**src/rtl/riscv_pkg.sv**
```systemverilog
// Shared core-level types and widths for the writeback / register-file path.
package riscv_pkg;

    localparam int unsigned XLEN       = 32;
    localparam int unsigned REG_ADDR_W = 5;
    localparam int unsigned NUM_REGS   = 2 ** REG_ADDR_W;
    localparam int unsigned NUM_WB_SRC = 3;

    // Writeback source index; matches the requester slot on the arbiter.
    typedef enum logic [1:0] {
        WB_ALU = 2'd0,
        WB_LSU = 2'd1,
        WB_CSR = 2'd2
    } wb_src_e;

    // One register-file write request.
    typedef struct packed {
        logic [REG_ADDR_W-1:0] addr;
        logic [XLEN-1:0]       data;
    } wb_req_t;

endpackage

```
**src/rtl/rr_arbiter.sv**
```systemverilog
// Round-robin arbiter: scans upward from the pointer with wrap and grants the
// first active request. The pointer moves past the winner on every grant.
module rr_arbiter #(
    parameter int unsigned N = 3
) (
    input  logic                 clk,
    input  logic                 rst_n,
    input  logic [N-1:0]         req_i,
    output logic [N-1:0]         gnt_c,
    output logic [$clog2(N)-1:0] gnt_idx_c,
    output logic                 gnt_any_c
);

    localparam int unsigned    IDX_W = $clog2(N);
    localparam logic [IDX_W:0] N_W   = (IDX_W+1)'(N);
    localparam logic [IDX_W-1:0] LAST = IDX_W'(N - 1);

    logic [IDX_W-1:0] ptr_q;
    logic [IDX_W-1:0] ptr_d;

    // Priority scan starting at ptr_q, wrapping at N.
    always_comb begin
        logic [IDX_W:0]   sum;
        logic [IDX_W-1:0] idx;
        gnt_c     = '0;
        gnt_idx_c = '0;
        gnt_any_c = 1'b0;
        sum       = '0;
        idx       = '0;
        for (int unsigned k = 0; k < N; k++) begin
            sum = {1'b0, ptr_q} + (IDX_W+1)'(k);
            if (sum >= N_W) begin
                sum = sum - N_W;
            end
            idx = IDX_W'(sum);
            if (!gnt_any_c && req_i[idx]) begin
                gnt_any_c  = 1'b1;
                gnt_idx_c  = idx;
                gnt_c[idx] = 1'b1;
            end
        end
    end

    // Next pointer: one past the winner, held when nothing is granted.
    always_comb begin
        ptr_d = ptr_q;
        if (gnt_any_c) begin
            ptr_d = (gnt_idx_c == LAST) ? '0 : gnt_idx_c + IDX_W'(1);
        end
    end

    // Pointer register.
    always_ff @(posedge clk or negedge rst_n) begin
        if (!rst_n) begin
            ptr_q <= '0;
        end else begin
            ptr_q <= ptr_d;
        end
    end

endmodule

```
**src/rtl/regfile_wb_arbiter.sv**
```systemverilog
// Shares the register-file write port among the writeback sources with a
// round-robin valid/ready handshake, registers the selected write, and keeps
// the per-register busy scoreboard used by decode for hazard stalls.
module regfile_wb_arbiter #(
    parameter int unsigned NUM_REQ = riscv_pkg::NUM_WB_SRC,
    parameter int unsigned XLEN    = riscv_pkg::XLEN,
    parameter int unsigned ADDR_W  = riscv_pkg::REG_ADDR_W
) (
    input  logic                       clk,
    input  logic                       rst_n,
    input  logic [NUM_REQ-1:0]         req_valid,
    output logic [NUM_REQ-1:0]         req_ready,
    input  logic [NUM_REQ*ADDR_W-1:0]  req_addr,
    input  logic [NUM_REQ*XLEN-1:0]    req_data,
    input  logic                       issue_valid,
    input  logic [ADDR_W-1:0]          issue_rd,
    output logic                       rf_we,
    output logic [ADDR_W-1:0]          rf_waddr,
    output logic [XLEN-1:0]            rf_wdata,
    output logic [$clog2(NUM_REQ)-1:0] grant_id,
    output logic [2**ADDR_W-1:0]       busy
);

    localparam int unsigned IDX_W = $clog2(NUM_REQ);
    localparam int unsigned NREGS = 2 ** ADDR_W;

    logic [NUM_REQ-1:0] gnt;
    logic [IDX_W-1:0]   gnt_idx;
    logic               gnt_any;
    logic [ADDR_W-1:0]  sel_addr;
    logic [XLEN-1:0]    sel_data;

    logic               rf_we_q,    rf_we_d;
    logic [ADDR_W-1:0]  rf_waddr_q, rf_waddr_d;
    logic [XLEN-1:0]    rf_wdata_q, rf_wdata_d;
    logic [IDX_W-1:0]   grant_id_q, grant_id_d;
    logic [NREGS-1:0]   busy_q,     busy_d;

    rr_arbiter #(
        .N (NUM_REQ)
    ) u_rr_arbiter (
        .clk       (clk),
        .rst_n     (rst_n),
        .req_i     (req_valid),
        .gnt_c     (gnt),
        .gnt_idx_c (gnt_idx),
        .gnt_any_c (gnt_any)
    );

    // No handshake may complete while reset is asserted.
    assign req_ready = gnt & {NUM_REQ{rst_n}};

    // Request mux driven by the one-hot grant.
    always_comb begin
        sel_addr = '0;
        sel_data = '0;
        for (int unsigned i = 0; i < NUM_REQ; i++) begin
            if (gnt[i]) begin
                sel_addr = req_addr[i*ADDR_W +: ADDR_W];
                sel_data = req_data[i*XLEN +: XLEN];
            end
        end
    end

    // Write stage next state: x0 grants consume the request but never write.
    always_comb begin
        rf_we_d    = gnt_any && (sel_addr != '0);
        rf_waddr_d = rf_waddr_q;
        rf_wdata_d = rf_wdata_q;
        grant_id_d = grant_id_q;
        if (gnt_any) begin
            rf_waddr_d = sel_addr;
            rf_wdata_d = sel_data;
            grant_id_d = gnt_idx;
        end
    end

    // Scoreboard: retire clears, issue sets afterwards so a new producer wins.
    always_comb begin
        busy_d = busy_q;
        if (rf_we_q) begin
            busy_d[rf_waddr_q] = 1'b0;
        end
        if (issue_valid && (issue_rd != '0)) begin
            busy_d[issue_rd] = 1'b1;
        end
        busy_d[0] = 1'b0;
    end

    // Output and scoreboard registers.
    always_ff @(posedge clk or negedge rst_n) begin
        if (!rst_n) begin
            rf_we_q    <= 1'b0;
            rf_waddr_q <= '0;
            rf_wdata_q <= '0;
            grant_id_q <= '0;
            busy_q     <= '0;
        end else begin
            rf_we_q    <= rf_we_d;
            rf_waddr_q <= rf_waddr_d;
            rf_wdata_q <= rf_wdata_d;
            grant_id_q <= grant_id_d;
            busy_q     <= busy_d;
        end
    end

    assign rf_we    = rf_we_q;
    assign rf_waddr = rf_waddr_q;
    assign rf_wdata = rf_wdata_q;
    assign grant_id = grant_id_q;
    assign busy     = busy_q;

endmodule

```
**config.mk**
```make
export PLATFORM = sky130hd
export DESIGN_NAME = regfile_wb_arbiter
export DESIGN_NICKNAME = d
export VERILOG_FILES = /design/src/rtl/riscv_pkg.sv /design/src/rtl/rr_arbiter.sv /design/src/rtl/regfile_wb_arbiter.sv
export SDC_FILE = /design/constraint.sdc
export NUM_CORES = 1
export LEC_CHECK = 0
export CORE_MARGIN = 2
export CORE_UTILIZATION = 45
export CTS_BUF_LIST = sky130_fd_sc_hd__clkbuf_2 sky130_fd_sc_hd__clkbuf_4 sky130_fd_sc_hd__clkbuf_8
export CTS_CLUSTER_DIAMETER = 200
export DETAILED_ROUTE_END_ITERATION = 7
export PLACE_DENSITY = 0.94
export SLEW_MARGIN = 15
export SYNTH_ARGS = -nofsm -noshare
export SYNTH_HDL_FRONTEND = slang
export SYNTH_SLANG_ARGS = --single-unit
```
**constraint.sdc**
```tcl
create_clock -name clk -period 5 [get_ports clk]
set_clock_uncertainty 0.1 [all_clocks]
set_input_delay 0.75 -clock clk [delete_from_list [all_inputs] [get_ports clk]]
set_output_delay 0.75 -clock clk [all_outputs]
set_load 0.005 [all_outputs]
```
-- Word level (Yosys, flattened, before mapping)
Index checks and enable logic that the tools add are counted.
- word-level logic and storage cells: 82
- bits in registers: 73
- output and inout port bits: 75
- input bits: 122
- bitwise logic cells: 6
- muxes and demuxes: 37
- reduce and logical (&&, ||, !) cells: 13
- add/sub/neg operators: 6
- order comparisons: 13
- equality and inequality tests: 1
- operators by type and width (kind ; count):
    two-way mux 32 bit ; 5
    bitwise AND 32 bit ; 1
    NOT 32 bit ; 1
    bitwise OR 32 bit ; 1
    two-way mux 5 bit ; 3
    two-way mux 2 bit ; 7
    < comparator 5 x 6 -> 1 bit (second input constant) ; 2
    two-way mux 1 bit ; 11
    demux 1 bit (select 5 bit) ; 2
    greater-or-equal comparator 5 x 1 -> 1 bit (second input constant) ; 2
    nonzero test 5 bit ; 2
    logical AND 1 bit ; 9
    < comparator 2 x 3 -> 1 bit (second input constant) ; 3
    two-way mux 3 bit ; 3
    binary-select mux 1 bit (select 2 bit) ; 3
    demux 1 bit (select 2 bit) ; 3
    greater-or-equal comparator 2 x 1 -> 1 bit (second input constant) ; 3
    greater-or-equal comparator 3 x 2 -> 1 bit (second input constant) ; 2
    bitwise OR 3 bit ; 2
    subtractor 2 bit (second input constant) ; 3
    adder 2 x 1 -> 3 bit (second input constant) ; 1
    adder 2 x 2 -> 3 bit (second input constant) ; 1
    bitwise AND 3 bit ; 1
    adder 2 x 1 -> 2 bit (second input constant) ; 1
    other kinds (3) ; 4

-- Logic depth before layout (Yosys ltp)
Gate-level depths: netlist of run 1.
- word-level depth: 16
- depth in mapped cells: 12
- gate-level depth less buffers: 9

-- By module
Synthesis of run 1 repeated with hierarchy kept, for this count alone.
- cells, all modules: 395
- area, all modules: 3902.5 µm²
- modules (own cells, without submodules) (module ; cells each ; area an instance (µm²) ; times used ; seq. area each (µm²)):
    regfile_wb_arbiter ; 342 ; 3480.8 ; 1 ; 1776.7
    rr_arbiter ; 53 ; 421.7 ; 1 ; 50.0

-- Worst setup path before layout of run 1
Ideal clock, no wire load.
- path kind: reg-to-output
- start: register u_rr_arbiter.ptr_q[0]
- end: output port req_ready[0]
- stages on the path, launching flop included: 10
- data required time: 4150 ps
- data arrival time: 2251 ps
- buffers on the path: 3
- setup slack: 1899 ps
- path through: dfrtp_1 -> inv_1 -> ha_1 -> clkbuf_1 -> nor4_1 -> o21ai_1 -> a21oi_1 -> clkbuf_1 -> clkbuf_1 -> and2_1
- word-level cells in the longest chain between the ends: 12
- elaborated cells on any way between the ends: 44
- those cells by class: add/sub (5); order compare (9); mux (20); bitwise (3); reduce/logical (7)
- ends and longest elaborated chain (what ; RTL line ; text):
    start: declaration ; rr_arbiter.sv:18 ; logic [IDX_W-1:0] ptr_q;
    start signal: assignment ; rr_arbiter.sv:57 ; ptr_q <= ptr_d;
    adder 2 x 1 -> 3 bit, or another cell as far along ; rr_arbiter.sv:31 ; sum = {1'b0, ptr_q} + (IDX_W+1)'(k);
    greater-or-equal comparator 3 x 2 -> 1 bit, or another cell as far along ; rr_arbiter.sv:32 ; if (sum >= N_W) begin
    two-way mux 2 bit, or another cell as far along ; rr_arbiter.sv:32 ;
    < comparator 2 x 3 -> 1 bit (not written as such), or another cell as far along ; rr_arbiter.sv:39 ; gnt_c[idx] = 1'b1;
    logical AND 1 bit (not written as such), or another cell as far along ; rr_arbiter.sv:39 ;
    two-way mux 1 bit (not written as such), or another cell as far along ; rr_arbiter.sv:39 ;
    demux 1 bit (select 2 bit), or another cell as far along ; -- ;
    bitwise OR 3 bit (no source line) or two-way mux 1 bit (tied branches) ; -- ;
    two-way mux 3 bit or zero test 1 bit (tied branches) ; rr_arbiter.sv:36 ; if (!gnt_any_c && req_i[idx]) begin
    bitwise OR 3 bit (no source line) or logical AND 1 bit (tied branches) ; -- ;
    two-way mux 3 bit * ; rr_arbiter.sv:36 ;
    bitwise AND 3 bit * ; regfile_wb_arbiter.sv:51 ; assign req_ready = gnt & {NUM_REQ{rst_n}};
    end: declaration ; regfile_wb_arbiter.sv:12 ; output logic [NUM_REQ-1:0] req_ready,
Every way passes the cells marked *; elsewhere a longest branch is shown, timed or not. The select of a mux whose other input is x is not followed.

-- Worst setup path after layout of run 1
- start: register u_rr_arbiter.ptr_q[1]
- end: output port req_ready[1]
Same word-level chain as after synthesis.

==> flow_metrics.env, run 1 <==
export IMPL_status="complete, no violations"
export IMPL_yosysWarnings=0
export IMPL_synth_distinct_cells=44
export IMPL_clk_pin_slew_ps=70
export IMPL_layout_drive_gt1_share_pct=5.39
export IMPL_ys_ff_latch=73
export IMPL_worstHoldPathType="primary input to async pin"
export IMPL_detailed_place_hpwl_um=9980
export IMPL_finalHoldViolCount=0
export IMPL_diodes=0
export IMPL_grt_first_pass_wirelength_um=21500
export IMPL_die_w_um=96.6
export IMPL_clk_latency_ps=340
export IMPL_post_cts_resized=0
export IMPL_syn_inst=442
export IMPL_cts_buffer_depth=2
export IMPL_clockRootBuffer="clkbuf_8"
export IMPL_viasPerCell=5.86
export IMPL_crit_path_end_kind="output pin"
export IMPL_numClockSinks=73
export IMPL_antenna_found_initial=0
export IMPL_synthesis_area_sq_um=3860
export IMPL_setup_viol=0
export IMPL_worstPathMaxFanout=12
export IMPL_numPortBuffers=195
export IMPL_syn_nets=568
export IMPL_dr_total_vias=4314
export IMPL_layout_commonest_cell="clkdlybuf4s50_1"
export IMPL_dieArea_sq_um=9340
export IMPL_tns_ps=0
export IMPL_ir_drop_uv=378
export IMPL_area_delta_synth_final_pct=57.4
export IMPL_drt_initial_drc_count=314
export IMPL_arrival_ps=2960
export IMPL_numCtsBuffers=9
export IMPL_postCtsSetupRepairBufs=0
export IMPL_grt_overflow=0
export IMPL_synth_area_leaders="dfrtp_1 (47%), o21ai_0 (8.6%), nand2_1 (7.4%)"
export IMPL_pin_count=197
export IMPL_avgRoutedWirePerCell_um=18.2
export IMPL_die_h_um=96.6
export IMPL_cts_tree="done"
export IMPL_worstRegToRegCells=10
export IMPL_ys_flop_type="dfrtp_1"
export IMPL_netlist_area_leader_share_pct=47.3
export IMPL_leakage_nw=2.45
export IMPL_ctsHtreeMaxLevel=3
export IMPL_async_reset_ff_share_pct=100
export IMPL_max_freq_mhz=263
export IMPL_gp_congestion=0.909
export IMPL_synth_top_area_cell="dfrtp_1"
export IMPL_fin_crit_sh_pct=76.2
export IMPL_final_setup_worst_slack_ps=1190
export IMPL_place_ws_ps=1270
export IMPL_dr_pass1_iters=6
export IMPL_start_kind="register"
export IMPL_min_period_ps=3810
export IMPL_cap_violations=0
export IMPL_drv_slew=0
export IMPL_postSynthAreaPerCell_sq_um=8.74
export IMPL_powerDensity_nw_per_um2=708
export IMPL_cp_required_ps=4150
export IMPL_fin_area_sq_um=6080
export IMPL_rows=33
export IMPL_core_sq_um=8260
export IMPL_grt_usage_pct=28.4
export IMPL_start_util_pct=46.8
export IMPL_tightestPinTransition_ps=795
export IMPL_cts_hold_buffers=0
export IMPL_relSlewSlack_pct=47.0
export IMPL_critPathKind="register to output pin"
export IMPL_grt_start_max_net_pins=65
export IMPL_nNetsFinal=752
export IMPL_grt_pass1_vias=4334
export IMPL_drcViolationCount=0
export IMPL_placed_cell_area_sq_um=5880
export IMPL_routed_wl_um=13400
export IMPL_postRouteAntennaNets=0
export IMPL_seq_area_frac_synth_pct=47.3
export IMPL_final_cell_mix="clkdlybuf4s50_1 (194), nand2_1 (76), dfrtp_1 (73)"
export IMPL_placedCellCount=720
export IMPL_rsz0062_at_grt="no"
export IMPL_fin_cells=736
export IMPL_synth_edff_count=0
critical path, cell delays in order, from the launching register on:
cell	delay, ps
dfrtp_1	410
inv_1	100
ha_1	400
mux2i_1	460
o21ai_1	200
a211oi_2	320
nor2_2	80
and2_1	160
clkdlybuf4s50_1	480
cell type report:
class	instances	area, sq um
fillers	607	2180
repair buffers	202	2000
multi-input cells	335	1900
flip-flops and latches	73	1830
well taps	105	131
clock buffers	9	124
clock inverters	7	71.3
inverters	5	18.8
through the flow:
stage / utilization, % / hold slack (ps) / total power [mW]
global route: 73.6 / 149 / 4.62
finish: 73.6 / 151 / 4.30
floorplan: - / 354 / 2.67
detailed placement: 71.2 / 361 / 3.84
global placement: 71.2 / 359 / 3.72
CTS: 73.6 / 137 / 4.31
cell families (layout without fill, tap and decap cells):
group,Yosys count,in the layout,synth area share [%]
AOI/OAI and AO/OA,161,161,26.2
adders and majority gates,4,4,1.30
buffers and inverters,34,223,3.82
DFF,73,73,47.3
muxes,3,3,0.778
other,1,1,0.0971
and+or+nand+nor,166,166,20.4
report_power, final:
group          total, mW  switching (mW)  leakage (nW)  internal [mW]
Sequential          1.13           0.217         0.859          0.915
Clock              0.455           0.225         0.103          0.230
Combinational       2.72            1.43          1.49           1.28
sequential cells by signal (all words and copies together) (netlist names):
signal and count:
rf_wdata 32, busy 31, rf_waddr 5, grant_id 2, u_rr_arbiter.ptr_q 2, rf_we 1
routing by layer:
| layer | up-vias | track usage [%] | share of wire (%) |
|---|---|---|---|
| met2 | 260 | 51.2 | 52 |
| met5 | - | 0 | 0 |
| met1 | 2047 | 32.3 | 36 |
| met4 | 0 | 12.1 | 3.4 |
| li1 | 1965 | - | - |
| met3 | 42 | 6.00 | 8.1 |
worst paths after layout:
check / from / end / slack, ps
max: u_rr_arbiter.ptr_q[1] / req_ready[1] / 1190
min reg2reg: rf_wdata[8] / rf_wdata[8] / 380
min: rst_n / rf_wdata[21] / 150
min in group clk: rf_wdata[8] / rf_wdata[8] / 380
max reg2reg: u_rr_arbiter.ptr_q[1] / rf_wdata[24] / 1620
max in group asynchronous: rst_n / rf_wdata[28] / 3630
Yosys cell counts (all sizes together), types with 2 or more instances:
cell	count
nand2b	2
a31oi	3
mux2i	3
nor2b	5
clkbuf	15
o2bb2ai	32
ha	4
nand4	2
or3	2
a21oi	36
o2111ai	2
o22ai	2
a21o	5
nand3	42
nand2	76
o21ai	69
inv	5
nor2	14
dfrtp	73
or3b	3
nand3b	12
o211ai	2
buf	14
and2	4
(Power assumes the default switching activity.)
==> run 2: changes to the inputs <==
--- a/config.mk
+++ b/config.mk
@@ -6,11 +6,11 @@
 export NUM_CORES = 1
 export LEC_CHECK = 0
 export CORE_MARGIN = 2
-export CORE_UTILIZATION = 45
+export CORE_UTILIZATION = 41
 export CTS_BUF_LIST = sky130_fd_sc_hd__clkbuf_2 sky130_fd_sc_hd__clkbuf_4 sky130_fd_sc_hd__clkbuf_8
 export CTS_CLUSTER_DIAMETER = 200
 export DETAILED_ROUTE_END_ITERATION = 7
-export PLACE_DENSITY = 0.94
+export PLACE_DENSITY = 0.87
 export SLEW_MARGIN = 15
 export SYNTH_ARGS = -nofsm -noshare
 export SYNTH_HDL_FRONTEND = slang
==> constraint.sdc (replaced) <==
create_clock -name clk -period 3.7 [get_ports clk]
set_clock_uncertainty 0.1 [all_clocks]
set_input_delay 0.555 -clock clk [delete_from_list [all_inputs] [get_ports clk]]
set_output_delay 0.555 -clock clk [all_outputs]
set_load 0.005 [all_outputs]
==> run 2 against run 1 <==
Effect of this change: clock power increased by 52%; wire length decreased by 1.1%; non-clock buffer count is 2 higher; hold slack better by 230 ps; largest power group unchanged.
==> flow_metrics.env, run 2 (same netlist as run 1, synthesis figures left out) <==
export IMPL_status="complete, no violations"
export IMPL_avgRoutedWirePerCell_um=17.9
export IMPL_drcViolationCount=0
export IMPL_critPathKind="register to output pin"
export IMPL_nNetsFinal=754
export IMPL_layout_commonest_cell="clkdlybuf4s50_1"
export IMPL_cap_violations=0
export IMPL_placed_cell_area_sq_um=5910
export IMPL_largest_reg_flops=32
export IMPL_finalHoldViolCount=0
export IMPL_setup_viol=0
export IMPL_total_power_mw=5.88
export IMPL_area_delta_synth_final_pct=59.1
export IMPL_cts_tree="done"
export IMPL_max_freq_mhz=288
export IMPL_die_h_um=101
export IMPL_worstHoldPathCells=2
export IMPL_gp_congestion=0.896
export IMPL_clockRootBuffer="clkbuf_8"
export IMPL_cts_buffer_depth=2
export IMPL_clk_pin_slew_ps=80
export IMPL_grt_first_pass_wirelength_um=20500
export IMPL_numPortBuffers=195
export IMPL_dr_total_vias=4218
export IMPL_fin_area_sq_um=6140
export IMPL_powerDensity_nw_per_um2=957
export IMPL_start_util_pct=42.0
export IMPL_crit_path_end_kind="output pin"
export IMPL_grt_start_max_net_pins=54
export IMPL_hold_path_end="rf_wdata[14]"
export IMPL_tns_ps=0
export IMPL_grt_overflow=0
export IMPL_pin_count=197
export IMPL_worstRegToRegCells=9
export IMPL_r2r_slack_ps=530
export IMPL_dieArea_sq_um=10200
export IMPL_tightestPinTransition_ps=657
export IMPL_drv_slew=0
export IMPL_arrival_ps=2820
export IMPL_start_kind="register"
export IMPL_postRouteAntennaNets=0
export IMPL_critical_path_reg2reg_startpoint="u_rr_arbiter.ptr_q[0]"
export IMPL_layout_drive_gt1_share_pct=5.55
export IMPL_ctsHtreeMaxLevel=3
export IMPL_cp_required_ps=3040
export IMPL_r2r_end="rf_we"
export IMPL_min_period_ps=3470
export IMPL_numCtsBuffers=9
export IMPL_grt_pass1_vias=4283
export IMPL_final_cell_mix="clkdlybuf4s50_1 (194), nand2_1 (76), dfrtp_1 (73)"
export IMPL_core_sq_um=9200
export IMPL_viasPerCell=5.68
export IMPL_worstPathMaxFanout=14
export IMPL_rows=35
export IMPL_routed_wl_um=13300
export IMPL_numClockSinks=73
export IMPL_min_from="rf_wdata[14]"
export IMPL_grt_usage_pct=25.8
export IMPL_ir_drop_uv=400
export IMPL_fin_crit_sh_pct=93.9
export IMPL_die_w_um=101
export IMPL_diodes=0
export IMPL_leakage_nw=2.47
export IMPL_relSlewSlack_pct=56.2
export IMPL_worstHoldPathType="register to register"
export IMPL_rsz0062_at_grt="no"
export IMPL_detailed_place_hpwl_um=10100
export IMPL_antenna_found_initial=0
export IMPL_drt_initial_drc_count=169
export IMPL_clk_latency_ps=340
export IMPL_dr_pass1_iters=4
## run 2: report_power, final
| part | internal, mW | switching, mW |
|---|---|---|
| registers | 1.24 | 0.281 |
| logic | 1.77 | 1.90 |
| clock network | 0.408 | 0.281 |
## run 2: worst max-delay path by stage
stage | from | end | slack [ps] | cells past startpoint
after floorplan | u_rr_arbiter.ptr_q[0] | req_ready[0] | 790 | 9
after global placement | req_valid[1] | req_ready[1] | 320 | 7
after detailed placement | req_valid[1] | req_ready[1] | 340 | 7
after CTS | u_rr_arbiter.ptr_q[1] | req_ready[1] | 100 | 8
after global routing | u_rr_arbiter.ptr_q[0] | req_ready[1] | 40 | 8
final | u_rr_arbiter.ptr_q[0] | req_ready[0] | 230 | 8
## run 2: repair_timing
item,in CTS,in global routing
endpoints found under the setup margin,0,2
resized for setup,0,2
hold buffers,1,0
setup buffers,0,0
endpoints found under the hold margin,13,0
## run 2: layout make-up
type	instances	area (sq um)
clock buffer	11	151
clock inverter	3	65.1
fill	716	3050
inverter	5	18.8
multi-input combinational	335	1910
sequential	73	1830
tap	111	139
timing repair buffer	204	2030
## run 2: per-stage QoR
step	util [%]	hold WS, ps	instances	setup slack, ps
global route	66.8	404	742	39.4
floorplan	-	159	442	794
CTS	66.7	380	742	95.7
global placement	64.3	359	727	317
finish	66.8	378	742	226
detailed placement	64.3	362	727	340
## run 2: worst max-delay path: stages (launching register included)
cell             delay, ps
dfrtp_1                410
inv_1                   80
ha_1                   550
mux2i_1                330
o22ai_1                130
a21oi_1                260
a21oi_4                 80
and2_1                 160
clkdlybuf4s50_1        470
## run 2: metal layers
layer / vias up / track usage, % / share of wire (%)
met1: 2016 / 28.0 / 37
met4: 0 / 12.6 / 2.4
met3: 27 / 6.59 / 7.9
met5: - / 0 / 0
li1: 1966 / - / -
met2: 209 / 46.5 / 53
==> run 3: changes to the inputs <==
--- a/config.mk
+++ b/config.mk
@@ -5,6 +5,8 @@
 export SDC_FILE = /design/constraint.sdc
 export NUM_CORES = 1
 export LEC_CHECK = 0
+export ABC_AREA = 1
+export CAP_MARGIN = 20
 export CORE_MARGIN = 2
 export CORE_UTILIZATION = 41
 export CTS_BUF_LIST = sky130_fd_sc_hd__clkbuf_2 sky130_fd_sc_hd__clkbuf_4 sky130_fd_sc_hd__clkbuf_8
==> run 3 against run 2 <==
Effect of this change: clock power down 8.4%; register-to-register slack better by 340 ps; synthesized cell count up 12%; clock-buffer cell count down 2; hold slack worse by 40 ps; critical path depth up 4; wire length down 3.4%; synthesized area down 0.58%; sequential share of layout area up 0.44 points; final area down 1.5%; combinational power up 7.9%; worst setup slack better by 220 ps; critical endpoint is now req_ready[2]; largest power group unchanged.
==> flow_metrics.env, run 3 <==
export IMPL_status="complete, no violations"
export IMPL_relSlewSlack_pct=38.8
export IMPL_pin_count=197
export IMPL_ys_flop_type="dfrtp_1"
export IMPL_cp_required_ps=3040
export IMPL_rows=35
export IMPL_numClockSinks=73
export IMPL_rsz0062_at_grt="no"
export IMPL_dieArea_sq_um=10200
export IMPL_critPathKind="register to output pin"
export IMPL_worstPathMaxFanout=6
export IMPL_yosysWarnings=0
export IMPL_die_h_um=101
export IMPL_layout_drive_gt1_share_pct=6.52
export IMPL_drcViolationCount=0
export IMPL_clockRootBuffer="clkbuf_8"
export IMPL_core_sq_um=9150
export IMPL_tightestPinTransition_ps=918
export IMPL_antenna_found_initial=0
export IMPL_start_kind="register"
export IMPL_final_setup_worst_slack_ps=450
export IMPL_crit_path_end_kind="output pin"
export IMPL_p_seq_share_pct=24.3
export IMPL_post_cts_resized=0
export IMPL_numPortBuffers=195
export IMPL_clk_latency_ps=340
export IMPL_viasPerCell=5.36
export IMPL_combPwrFrac_pct=65.3
export IMPL_avgRoutedWirePerCell_um=16.0
export IMPL_switchingPower_mw=2.85
export IMPL_async_reset_ff_share_pct=100
export IMPL_postCtsSetupRepairBufs=0
export IMPL_max_freq_mhz=308
export IMPL_synth_top_area_cell="dfrtp_1"
export IMPL_setup_viol=0
export IMPL_cap_violations=0
export IMPL_cts_tree="done"
export IMPL_synth_top_family_by_area="simple AND/OR/NAND/NOR gates"
export IMPL_synth_most_common_cell="nand2_1"
export IMPL_arrival_ps=2600
export IMPL_start_util_pct=41.9
export IMPL_synth_edff_count=0
export IMPL_final_cell_mix="clkdlybuf4s50_1 (194), nand2_1 (127), dfrtp_1 (73)"
export IMPL_seq_area_frac_synth_pct=47.6
export IMPL_min_period_ps=3250
export IMPL_crit_slowest_cell="clkdlybuf4s50_1"
export IMPL_p_sw_share_pct=47.0
export IMPL_leakage_nw=2.65
export IMPL_routed_wl_um=12800
export IMPL_synth_simple_area_share_pct=26.2
export IMPL_cpMostUsedCell="inv_2"
export IMPL_ys_top_cells_by_count="nand2_1 (127), dfrtp_1 (73), o21ai_0 (72)"
export IMPL_grt_use_met3_pct=5.27
export IMPL_diodes=0
export IMPL_dr_pass1_iters=6
export IMPL_syn_nets=620
export IMPL_crit_path_max_incr_delay_ps=500
export IMPL_hold_ws_ps=338
export IMPL_grt_start_max_net_pins=74
export IMPL_grt_pass1_vias=4333
export IMPL_grt_first_pass_wirelength_um=20600
export IMPL_synth_compound_area_share_pct=18.7
export IMPL_worstPathBufferInverterCount=5
export IMPL_drt_initial_drc_count=257
export IMPL_gp_congestion=0.903
export IMPL_postRouteAntennaNets=0
export IMPL_die_w_um=101
export IMPL_numCtsBuffers=9
export IMPL_grt_usage_pct=25.9
export IMPL_finalCoreUtilization_pct=66.1
export IMPL_dr_total_vias=4290
export IMPL_synthXorXnorAreaFrac_pct=0
export IMPL_pwr_share_clk_pct=10.4
export IMPL_ir_drop_uv=511
export IMPL_finalHoldViolCount=0
export IMPL_fin_crit_sh_pct=87.8
export IMPL_crit_path_cell_trace="inv_1 > ha_1 > inv_2 > nand3_1 > nand2_1 > nand3_4 > nor2_4 > inv_2 > nand2_4 > inv_2 > nor2_1 > clkdlybuf4s50_1"
export IMPL_cts_buffer_depth=2
export IMPL_syn_inst=494
export IMPL_worstHoldPathType="primary input to async pin"
export IMPL_synthAdderAreaFrac_pct=1.30
export IMPL_synth_area_leaders="dfrtp_1 (48%), nand2_1 (12%), o21ai_0 (9.4%)"
export IMPL_place_ws_ps=637
export IMPL_synth_distinct_cells=30
export IMPL_clk_pin_slew_ps=80
export IMPL_internal_power_mw=3.21
export IMPL_layout_commonest_cell="clkdlybuf4s50_1"
export IMPL_ctsHtreeMaxLevel=3
export IMPL_use_met2_pct=44.2
export IMPL_netlist_area_leader_share_pct=47.6
export IMPL_powerDensity_nw_per_um2=1000
export IMPL_cts_hold_buffers=0
export IMPL_ys_ff_latch=73
export IMPL_grt_overflow=0
export IMPL_detailed_place_hpwl_um=9570
export IMPL_synth_area_mux_share_pct=0
export IMPL_nNetsFinal=811
export IMPL_gr_usage_met1_pct=32.6
export IMPL_area_delta_synth_final_pct=57.7
export IMPL_largest_reg_flops=32
export IMPL_drv_slew=0
export IMPL_synthesis_area_sq_um=3840
export IMPL_tns_ps=0
export IMPL_timing_critical_path_max_delay_family="buffers and inverters"
export IMPL_top_usage_layer="met2"
export IMPL_postSynthAreaPerCell_sq_um=7.77
export IMPL_total_power_mw=6.07
[run 3: changes by cell type after synthesis, moves of 7 or more]
cell	delta
clkbuf_1	-11
nand2_1	+51
inv_2	+7
inv_1	+16
nand3b_1	-12
o21ai_1	+26
nand3_1	+29
o2bb2ai_1	-32
[run 3: cell families (layout without fill, tap and decap cells)]
group           after synthesis  after routing
simple gates                224            224
compound gates              142            142
flops                        73             73
buf+inv                      50            246
fa+ha+maj                     4              4
other cells                   1              1
[run 3: final timing paths]
| kind | slack (ps) | endpoint | startpoint | depth (start not counted) |
|---|---|---|---|---|
| hold / removal | 340 | rf_wdata[9] | rst_n | 2 |
| setup reg to reg | 870 | rf_waddr[0] | u_rr_arbiter.ptr_q[0] | 13 |
| hold reg to reg | 380 | rf_wdata[17] | rf_wdata[17] | 2 |
| min in group clk | 380 | rf_wdata[17] | rf_wdata[17] | 2 |
| setup / recovery | 450 | req_ready[2] | u_rr_arbiter.ptr_q[0] | 12 |
| max in group asynchronous | 2560 | rf_wdata[24] | rst_n | 2 |
[run 3: power by group through the flow]
stage               sequential (mW)  combinational, mW  clock (mW)
finish                         1.47               3.96       0.632
floorplan                      1.49               2.40           0
global route                   1.52               4.47       0.689
detailed placement             1.48               3.95           0
global placement               1.47               3.83           0
CTS                            1.47               3.96       0.647
[run 3: metrics by stage]
stage | instance area [sq um] | instances
after CTS | 6050 | 801
after floorplan | 3840 | 494
after detailed placement | 5850 | 785
after global routing | 6050 | 801
after global placement | 5850 | 785
final | 6050 | 801
[run 3: layout make-up]
cell class              instances  area [sq um]
inverters                      29           111
fillers                       748          3100
clock buffers                   9           124
flip-flops and latches         73          1830
clock inverters                 7          77.6
repair buffers                201          1990
well taps                     111           139
multi-input cells             371          1780
[run 3: metal layers]
metal | part of all wire, % | wire (um) | up-vias
met5 | 0 | 0 | -
met1 | 42 | 5330 | 2006
met2 | 49 | 6210 | 207
met3 | 7.8 | 997 | 23
met4 | 2.0 | 258 | 0
li1 | - | - | 2054
